**src/rtl/discrete_sequencer_pkg.sv**
```systemverilog
// Shared types and default widths for the discrete range sequencer.
// The sweep FSM encoding lives here so other blocks can decode it.
package discrete_sequencer_pkg;

    localparam int INDEX_WIDTH = 2;
    localparam int VALUE_WIDTH = 16;
    localparam int SEED_WIDTH  = 8;

    typedef enum logic [2:0] {
        IDLE   = 3'd0,
        SEED   = 3'd1,
        SELECT = 3'd2,
        ENABLE = 3'd3,
        WAIT   = 3'd4,
        WRITE  = 3'd5,
        DONE   = 3'd6
    } state_t;

endpackage

```
**src/rtl/discrete_range_sequencer.sv**
```systemverilog
// Sweeps every selected discrete variable through the range randomizer
// and writes each settled start/end/equal result into the range store.
module discrete_range_sequencer #(
    parameter int NUM_DISCRETE_VARIABLES = 4,
    parameter int INDEX_WIDTH            = discrete_sequencer_pkg::INDEX_WIDTH,
    parameter int VALUE_WIDTH            = discrete_sequencer_pkg::VALUE_WIDTH,
    parameter int SETTLE_CYCLES          = 1
) (
    input  logic                                        in_clock,
    input  logic                                        in_reset,
    input  logic                                        in_start,
    input  logic [discrete_sequencer_pkg::SEED_WIDTH-1:0] in_seed,
    input  logic [NUM_DISCRETE_VARIABLES-1:0]           in_variable_mask,
    output logic                                        out_busy,
    output logic                                        out_done,
    output logic                                        out_rand_reset,
    output logic                                        out_rand_enable,
    output logic [discrete_sequencer_pkg::SEED_WIDTH-1:0] out_rand_seed,
    output logic [INDEX_WIDTH-1:0]                      out_variable_index,
    input  logic [VALUE_WIDTH-1:0]                      in_range_start,
    input  logic [VALUE_WIDTH-1:0]                      in_range_end,
    input  logic                                        in_range_equal,
    output logic                                        out_write_enable,
    output logic [INDEX_WIDTH-1:0]                      out_write_index,
    output logic [VALUE_WIDTH-1:0]                      out_write_start,
    output logic [VALUE_WIDTH-1:0]                      out_write_end,
    output logic                                        out_write_equal,
    output logic                                        out_range_error
);
    import discrete_sequencer_pkg::*;

    localparam int CNT_WIDTH = (SETTLE_CYCLES < 1) ? 1 : $clog2(SETTLE_CYCLES + 1);
    localparam logic [INDEX_WIDTH-1:0] LAST_INDEX = INDEX_WIDTH'(NUM_DISCRETE_VARIABLES - 1);
    localparam logic [CNT_WIDTH-1:0]   SETTLE_LOAD = CNT_WIDTH'(SETTLE_CYCLES);

    state_t                          state_reg, state_next;
    logic [INDEX_WIDTH-1:0]          index_reg, index_next;
    logic [CNT_WIDTH-1:0]            settle_reg, settle_next;
    logic [NUM_DISCRETE_VARIABLES-1:0] mask_reg;
    logic [SEED_WIDTH-1:0]           seed_reg;
    logic                            last_index;
    logic                            capture;

    assign last_index = (index_reg == LAST_INDEX);

    always_comb begin
        state_next  = state_reg;
        index_next  = index_reg;
        settle_next = settle_reg;
        capture     = 1'b0;
        case (state_reg)
            IDLE: begin
                if (in_start) state_next = SEED;
            end
            SEED: begin
                index_next = '0;
                state_next = SELECT;
            end
            SELECT: begin
                if (mask_reg[index_reg]) begin
                    state_next = ENABLE;
                end else if (last_index) begin
                    state_next = DONE;
                end else begin
                    index_next = index_reg + 1'b1;
                end
            end
            ENABLE: begin
                settle_next = SETTLE_LOAD;
                state_next  = WAIT;
            end
            WAIT: begin
                settle_next = settle_reg - 1'b1;
                // Leaving when the count hits zero: randomizer outputs are valid now.
                if (settle_reg <= CNT_WIDTH'(1)) begin
                    settle_next = '0;
                    capture     = 1'b1;
                    state_next  = WRITE;
                end
            end
            WRITE: begin
                if (last_index) begin
                    state_next = DONE;
                end else begin
                    index_next = index_reg + 1'b1;
                    state_next = SELECT;
                end
            end
            DONE:    state_next = IDLE;
            default: state_next = IDLE;
        endcase
    end

    always_ff @(posedge in_clock or posedge in_reset) begin
        if (in_reset) begin
            state_reg       <= IDLE;
            index_reg       <= '0;
            settle_reg      <= '0;
            mask_reg        <= '0;
            seed_reg        <= '0;
            out_write_index <= '0;
            out_write_start <= '0;
            out_write_end   <= '0;
            out_write_equal <= 1'b0;
            out_range_error <= 1'b0;
        end else begin
            state_reg  <= state_next;
            index_reg  <= index_next;
            settle_reg <= settle_next;
            if (state_reg == IDLE && in_start) begin
                seed_reg        <= in_seed;
                mask_reg        <= in_variable_mask;
                out_range_error <= 1'b0;
            end
            if (capture) begin
                out_write_index <= index_reg;
                out_write_start <= in_range_start;
                out_write_end   <= in_range_end;
                out_write_equal <= in_range_equal;
                if (in_range_start > in_range_end) out_range_error <= 1'b1;
            end
        end
    end

    assign out_busy           = (state_reg == SEED)   || (state_reg == SELECT) ||
                                (state_reg == ENABLE) || (state_reg == WAIT)   ||
                                (state_reg == WRITE);
    assign out_done           = (state_reg == DONE);
    assign out_rand_reset     = (state_reg == SEED);
    assign out_rand_enable    = (state_reg == ENABLE);
    assign out_write_enable   = (state_reg == WRITE);
    assign out_rand_seed      = seed_reg;
    assign out_variable_index = index_reg;

endmodule

```
**config.mk**
```make
export PLATFORM = sky130hd
export DESIGN_NAME = discrete_range_sequencer
export DESIGN_NICKNAME = d
export VERILOG_FILES = /design/src/rtl/discrete_sequencer_pkg.sv /design/src/rtl/discrete_range_sequencer.sv
export SDC_FILE = /design/constraint.sdc
export NUM_CORES = 1
export LEC_CHECK = 0
export ABC_AREA = 0
export BUFFER_PORTS_ARGS = -buffer_cell sky130_fd_sc_hd__buf_2
export CORE_MARGIN = 2
export CORE_UTILIZATION = 52
export CTS_CLUSTER_DIAMETER = 200
export DETAILED_ROUTE_END_ITERATION = 10
export HOLD_SLACK_MARGIN = 0.02
export PLACE_DENSITY = 0.95
export SETUP_SLACK_MARGIN = 0.2
export SLEW_MARGIN = 20
export SYNTH_ARGS = -nofsm -noshare
export SYNTH_HDL_FRONTEND = slang
export SYNTH_SLANG_ARGS = --single-unit
```
**constraint.sdc**
```tcl
create_clock -name in_clock -period 4.43 [get_ports in_clock]
set_input_delay 0.886 -clock in_clock [delete_from_list [all_inputs] [get_ports in_clock]]
set_output_delay 0.886 -clock in_clock [all_outputs]
set_load 0.01 [all_outputs]
```
## Word level (Yosys, flattened, before mapping)

Cells that the tools add are included.

| storage, ports and cells | value |
|---|---|
| flip-flop bits (word level) | 54 |
| bits in latches | 0 |
| memory bits (writable) | 0 |
| bits in read-only memories | 0 |
| input port bits | 48 |
| output and inout bits | 51 |
| logic and storage cells | 54 |
| memories kept | 0 |

| cells by class | value |
|---|---|
| add/sub/neg operators | 2 |
| multipliers | 0 |
| div/mod/pow operators | 0 |
| order comparisons | 3 |
| eq/ne operators | 11 |
| shift operators | 0 |
| mux-type cells | 18 |
| bitwise gates (word level) | 0 |
| reduce and logical (&&, ||, !) cells | 10 |

Operators by type and width:

| kind | number |
|---|---|
| one-hot mux 3 bit (6 select lines) | 1 |
| > comparator 16 bit | 1 |
| 2-to-1 mux 3 bit | 5 |
| equality test 3 bit, second input constant | 3 |
| 2-to-1 mux 1 bit | 7 |
| equality test 3 x 2 -> 1 bit, second input constant | 2 |
| != test 2 bit, second input constant | 3 |
| one-hot mux 2 bit (3 select lines) | 1 |
| logical OR 1 bit | 4 |
| 2-to-1 mux 2 bit | 2 |
| equality test 3 x 1 -> 1 bit, second input constant | 1 |
| logical NOT 3 bit | 1 |
| less-than comparator 2 x 3 -> 1 bit, second input constant | 1 |
| != test 3 bit, second input constant | 1 |
| AND reduction 3 bit | 1 |
| nonzero test 3 bit | 1 |
| adder 2 x 1 -> 2 bit, second input constant | 1 |
| binary-select mux 1 bit (select 2 bit) | 1 |
| equality test 2 bit, second input constant | 1 |
| one-hot mux 1 bit (2 select lines) | 1 |
| AND reduction 2 bit | 1 |
| nonzero test 2 bit | 1 |
| <= comparator 1 bit, second input constant | 1 |
| logical AND 1 bit | 1 |
| subtractor 1 bit, second input constant | 1 |

## Depth between registers and ports, before layout

| depth | value |
|---|---|
| word-level depth | 5 |
| gate-level depth with buffers | 6 |
| gate-level depth less buffers | 6 |

## Worst setup path after synthesis

Ideal clock, no wire load.

| path | value |
|---|---|
| path type | input to register |
| from | in in_range_end[14] |
| to | reg out_range_error |
| setup time | 0.136 ns |
| data arrival time | 2.063 ns |
| data required time | 4.294 ns |
| setup slack | 2.231 ns |
| cell stages on the path | 6 |
| buffers on the path | 0 |
| path through | inv_1 ha_1 nand4_1 or4_1 a22oi_1 a31oi_1 |

| on the way | value |
|---|---|
| longest elaborated chain between the ends | 3 |

Ends and longest elaborated chain:

| element | line | source |
|---|---|---|
| start, declared | discrete_range_sequencer.sv:21 | `input logic [VALUE_WIDTH-1:0] in_range_end,` |
| > comparator 16 bit | discrete_range_sequencer.sv:120 | `if (in_range_start > in_range_end) out_range_error <= 1'b1;` |
| 2-to-1 mux 1 bit | discrete_range_sequencer.sv:120 |  |
| 2-to-1 mux 1 bit | discrete_range_sequencer.sv:115 | `if (capture) begin` |
| end signal, assigned | discrete_range_sequencer.sv:105 | `out_range_error <= 1'b0;` |
| end signal, assigned | discrete_range_sequencer.sv:113 | `out_range_error <= 1'b0;` |
| end signal, assigned | discrete_range_sequencer.sv:120 |  |
| end, declared | discrete_range_sequencer.sv:28 | `output logic out_range_error` |

No other way between the ends.
A chain may end at the register's enable or synchronous reset.

## Worst setup path after layout

| path | value |
|---|---|
| from | reg state_reg[1] |
| to | out out_rand_enable |

| on the way | value |
|---|---|
| longest elaborated chain between the ends | 1 |

Ends and longest elaborated chain:

| element | line | source |
|---|---|---|
| start, declared | discrete_range_sequencer.sv:36 | `state_t state_reg, state_next;` |
| start signal, assigned | discrete_range_sequencer.sv:107 | `state_reg <= state_next;` |
| equality test 3 x 2 -> 1 bit | discrete_range_sequencer.sv:130 | `assign out_rand_enable = (state_reg == ENABLE);` |
| end, declared | discrete_range_sequencer.sv:17 | `output logic out_rand_enable,` |

No other way between the ends.

==> report_table.html <==
<table>
<tr><th>Metric</th><th>Value</th></tr>
<tr><th colspan="2">Timing</th></tr>
<tr><td>Setup violation total in the final timing report</td><td>0</td></tr>
<tr><td>Setup TNS after final layout</td><td>0 ns</td></tr>
<tr><td>Setup repair after global routing missed its margin</td><td>no</td></tr>
<tr><td>Layout Skew</td><td>0.005709 ns</td></tr>
<tr><td>Worst hold slack</td><td>0.4768 ns</td></tr>
<tr><td>Crit share post-route</td><td>0.5148</td></tr>
<tr><td>Worst-Margin Slew</td><td>0.8894 ns</td></tr>
<tr><td>Final critical path time including I/O delays and setup</td><td>2.281 ns</td></tr>
<tr><td>Final Hold Violating Endpoints</td><td>0</td></tr>
<tr><td>Slew Limit Fails</td><td>0</td></tr>
<tr><td>Minimum setup slack in the final design</td><td>2.149 ns</td></tr>
<tr><td>Max Clk Rate</td><td>438.5 MHz</td></tr>
<tr><td>Max-slew headroom at the worst pin</td><td>0.4064</td></tr>
<tr><th colspan="2">Worst setup path</th></tr>
<tr><td>Reg2Reg Setup Slack</td><td>2.25 ns</td></tr>
<tr><td>Worst path slowest cell</td><td>dfrtp_1</td></tr>
<tr><td>Startpoint type of the worst setup path</td><td>register</td></tr>
<tr><td>Type of element capturing the critical path</td><td>output port</td></tr>
<tr><td>CP max stage delay</td><td>0.58 ns</td></tr>
<tr><td>Kind of cell adding the most delay to the critical path</td><td>flip-flops</td></tr>
<tr><td>Worst Path Required</td><td>3.54 ns</td></tr>
<tr><td>Crit-path cells</td><td>inv_1 -&gt; nor3_1 -&gt; buf_2</td></tr>
<tr><td>WS Path Type</td><td>register to output port</td></tr>
<tr><td>Critical-path maximum fanout</td><td>11</td></tr>
<tr><td>Buffers &amp; Inverters on Critical Path</td><td>2</td></tr>
<tr><td>WP data arrival</td><td>1.39 ns</td></tr>
<tr><th colspan="2">Synth</th></tr>
<tr><td>Largest family of logic cells by synthesized area</td><td>multiplexers</td></tr>
<tr><td>Cell type with the largest total area after synthesis</td><td>dfrtp_1</td></tr>
<tr><td>Share of synthesized registers carrying an async set or reset</td><td>1.000</td></tr>
<tr><td>Flip-flop cell with the highest count after synthesis</td><td>dfrtp_1</td></tr>
<tr><td>Distinct cell type count of the synthesized netlist</td><td>36</td></tr>
<tr><td>Number of synthesized flops with an enable pin</td><td>0</td></tr>
<tr><td>Area share of the leading cell type in the synthesized netlist</td><td>0.5136</td></tr>
<tr><td>Compound-cell area share of the yosys netlist</td><td>0.05814</td></tr>
<tr><td>Multiplexer area fraction after synthesis</td><td>0.1613</td></tr>
<tr><td>Average footprint of a synthesized cell</td><td>11.08 µm²</td></tr>
<tr><td>Area share of xor/xnor cells in the synthesized design</td><td>0</td></tr>
<tr><td>Top cells by area in the synthesized netlist</td><td>dfrtp_1 (51%), mux2_2 (14%), ha_1 (8.2%)</td></tr>
<tr><td>Share of synthesized cell area in full adder, half adder and majority cells</td><td>0.08236</td></tr>
<tr><td>Post-synthesis cell count</td><td>233</td></tr>
<tr><td>Post-synthesis net count</td><td>298</td></tr>
<tr><td>Yosys warns</td><td>0</td></tr>
<tr><td>Register bit count reported by yosys</td><td>53</td></tr>
<tr><td>Synth Area in Simple Gates</td><td>0.1337</td></tr>
<tr><td>Synthesized cell area</td><td>2582 µm²</td></tr>
<tr><td>Seq/Total Area, Yosys</td><td>0.5136</td></tr>
<tr><th colspan="2">Global route</th></tr>
<tr><td>First-pass GRT wire length</td><td>8.866 mm</td></tr>
<tr><td>Maximum number of pins on one net before global-route repair</td><td>54</td></tr>
<tr><td>Overall fraction of global-route tracks in use</td><td>0.2110</td></tr>
<tr><td>Via count of the first global-routing pass</td><td>1963</td></tr>
<tr><td>Remaining global-route overflow</td><td>0</td></tr>
<tr><td>Initial antenna violation count</td><td>0</td></tr>
<tr><th colspan="2">CTS</th></tr>
<tr><td>Max Root-Sink Buffers</td><td>2</td></tr>
<tr><td>H-tree depth</td><td>2</td></tr>
<tr><td>Cts hold-fix bufs</td><td>0</td></tr>
<tr><td>Count of instances resized after the clock tree is built</td><td>0</td></tr>
<tr><td>Clock latency at the later pin of the worst-skew pair</td><td>0.30 ns</td></tr>
<tr><td>Clock root buffer</td><td>clkbuf_8</td></tr>
<tr><td>CTS clk-pin slew, worst paths</td><td>0.09 ns</td></tr>
<tr><td>Number of buffers created by CTS</td><td>5</td></tr>
<tr><td>Setup Buffers After CTS</td><td>0</td></tr>
<tr><td>CTS tree</td><td>built</td></tr>
<tr><td>Clock sink count</td><td>53</td></tr>
<tr><th colspan="2">Final layout</th></tr>
<tr><td>Layout Nets</td><td>395</td></tr>
<tr><td>Final design area excluding fillers</td><td>3197 µm²</td></tr>
<tr><td>Count of antenna diodes in the layout</td><td>0</td></tr>
<tr><td>Synth-to-layout area growth</td><td>23.79%</td></tr>
<tr><td>Ratio of cells with drive above 1 in the final layout</td><td>0.4350</td></tr>
<tr><th colspan="2">Placed design</th></tr>
<tr><td>Worst slack at placement</td><td>2.002 ns</td></tr>
<tr><td>Total of buffers placed on input and output ports</td><td>98</td></tr>
<tr><td>Detailed-placement wirelength estimate</td><td>4.286 mm</td></tr>
<tr><td>Post-detailed-placement cell area</td><td>3115 µm²</td></tr>
<tr><td>Placer's final routability congestion estimate</td><td>0.7827</td></tr>
<tr><th colspan="2">Power and ir drop</th></tr>
<tr><td>VDD IR max</td><td>0.0003192 V</td></tr>
<tr><td>Cell Pwr Density</td><td>640.5 nW/µm²</td></tr>
<tr><td>Leakage power figure</td><td>0.001690 µW</td></tr>
<tr><th colspan="2">Floorplan</th></tr>
<tr><td>Placement Rows</td><td>25</td></tr>
<tr><td>Placeable core area</td><td>4755 µm²</td></tr>
<tr><td>DIE AREA</td><td>5546 µm²</td></tr>
<tr><td>Die outline height</td><td>74.47 µm</td></tr>
<tr><td>Boundary Pins</td><td>99</td></tr>
<tr><td>Initial cell density of the core</td><td>0.5432</td></tr>
<tr><td>Horizontal die dimension</td><td>74.47 µm</td></tr>
<tr><th colspan="2">Detailed routing</th></tr>
<tr><td>Final wirelength</td><td>5.542 mm</td></tr>
<tr><td>Drt first-iter violations</td><td>70</td></tr>
<tr><td>Wire per inst</td><td>13.92 µm</td></tr>
<tr><td>Ratio of routed vias to standard cells</td><td>5.045</td></tr>
<tr><td>Antenna Violating Nets Remaining</td><td>0</td></tr>
<tr><td>Vias after detailed routing</td><td>2008</td></tr>
<tr><td>Remaining DRCs</td><td>0</td></tr>
<tr><td>First-pass detailed-route iteration total</td><td>4</td></tr>
<tr><th colspan="2">Flow run</th></tr>
<tr><td># Max-Cap Violations</td><td>0</td></tr>
<tr><th colspan="2">Min path</th></tr>
<tr><td>Hold Path Class</td><td>register to register</td></tr>
<tr><th colspan="2">Outcome</th></tr>
<tr><td>Result of the run</td><td>finished clean</td></tr>
</table>
==> power by group <==
group | total, µW | internal, µW | switching [µW]
combinational | 910 | 448 | 462
clock | 255 | 113 | 143
sequential | 882 | 723 | 159
total | 2050 | 1280 | 764
==> per-layer routing <==
metal  global-route usage  wire length (µm)  vias to the layer above
li1                     -                 -                      989
met1               0.2649              2379                      949
met2               0.3677              2838                       65
met3              0.04607               257                        5
met4              0.05952                68                        0
met5                    0                 0                        -
==> cells by family (layout without fill, tap and decap cells) <==
logic type,Yosys count,count (layout)
AOI/OAI and AO/OA,25,25
adders and majority gates,17,17
buffers and inverters,31,129
DFF,53,53
muxes,36,36
and+or+nand+nor,71,71
==> cells in the mapped netlist, drive strengths merged (3+ instances only) <==
master   n
o21ai    8
nor3     7
nand4    4
inv     22
ha      17
clkbuf   3
nand2   40
a21oi    7
buf      6
nor2     8
mux2    35
dfrtp   53
==> layout make-up <==
cell class / count / area (µm²)
multi-input combinational: 149 / 1125
inverter: 22 / 83.83
clock buffer: 8 / 80.08
timing repair buffer: 99 / 498.0
sequential: 53 / 1326
tap: 67 / 83.83
fill: 384 / 1558
==> worst register-to-register path, cell delays in order, from the launching register on <==
cell and delay (ns):
dfrtp_1 0.58, inv_2 0.13, nor3_4 0.53, buf_4 0.43, mux2_2 0.39
==> per-stage QoR <==
step                cells  utilization  total power, µW
floorplan             233            -             1466
global placement      390       0.6553             1762
detailed placement    390       0.6553             1809
CTS                   398       0.6721             2070
global route          398       0.6724             2208
finish                398       0.6724             2047
==> path summary, 6_finish.rpt <==
check / startpoint / to / cells after the start
max: state_reg[1] / out_rand_enable / 3
min: out_rand_seed[1] / out_rand_seed[1] / 2
max reg2reg: state_reg[2] / out_write_start[1] / 4
min reg2reg: out_rand_seed[1] / out_rand_seed[1] / 2
max in group asynchronous: in_reset / out_write_start[5] / 2
min in group asynchronous: in_reset / out_write_equal / 2
==> layout by cell type (no fill, tap or decap), types with 2 or more instances in the layout <==
master,instances
clkbuf_1,3
ha_1,17
clkbuf_8,5
nor2_1,8
dfrtp_1,53
inv_1,20
nor3_2,2
nand3_1,2
a31oi_1,2
o211ai_1,2
nand2_1,40
buf_2,98
a22oi_1,2
mux2_2,33
nor3_1,4
a21oi_1,7
mux2_1,2
o21ai_0,7
and2_1,2
nand4_1,4
Power figures use the tool's default switching activity.
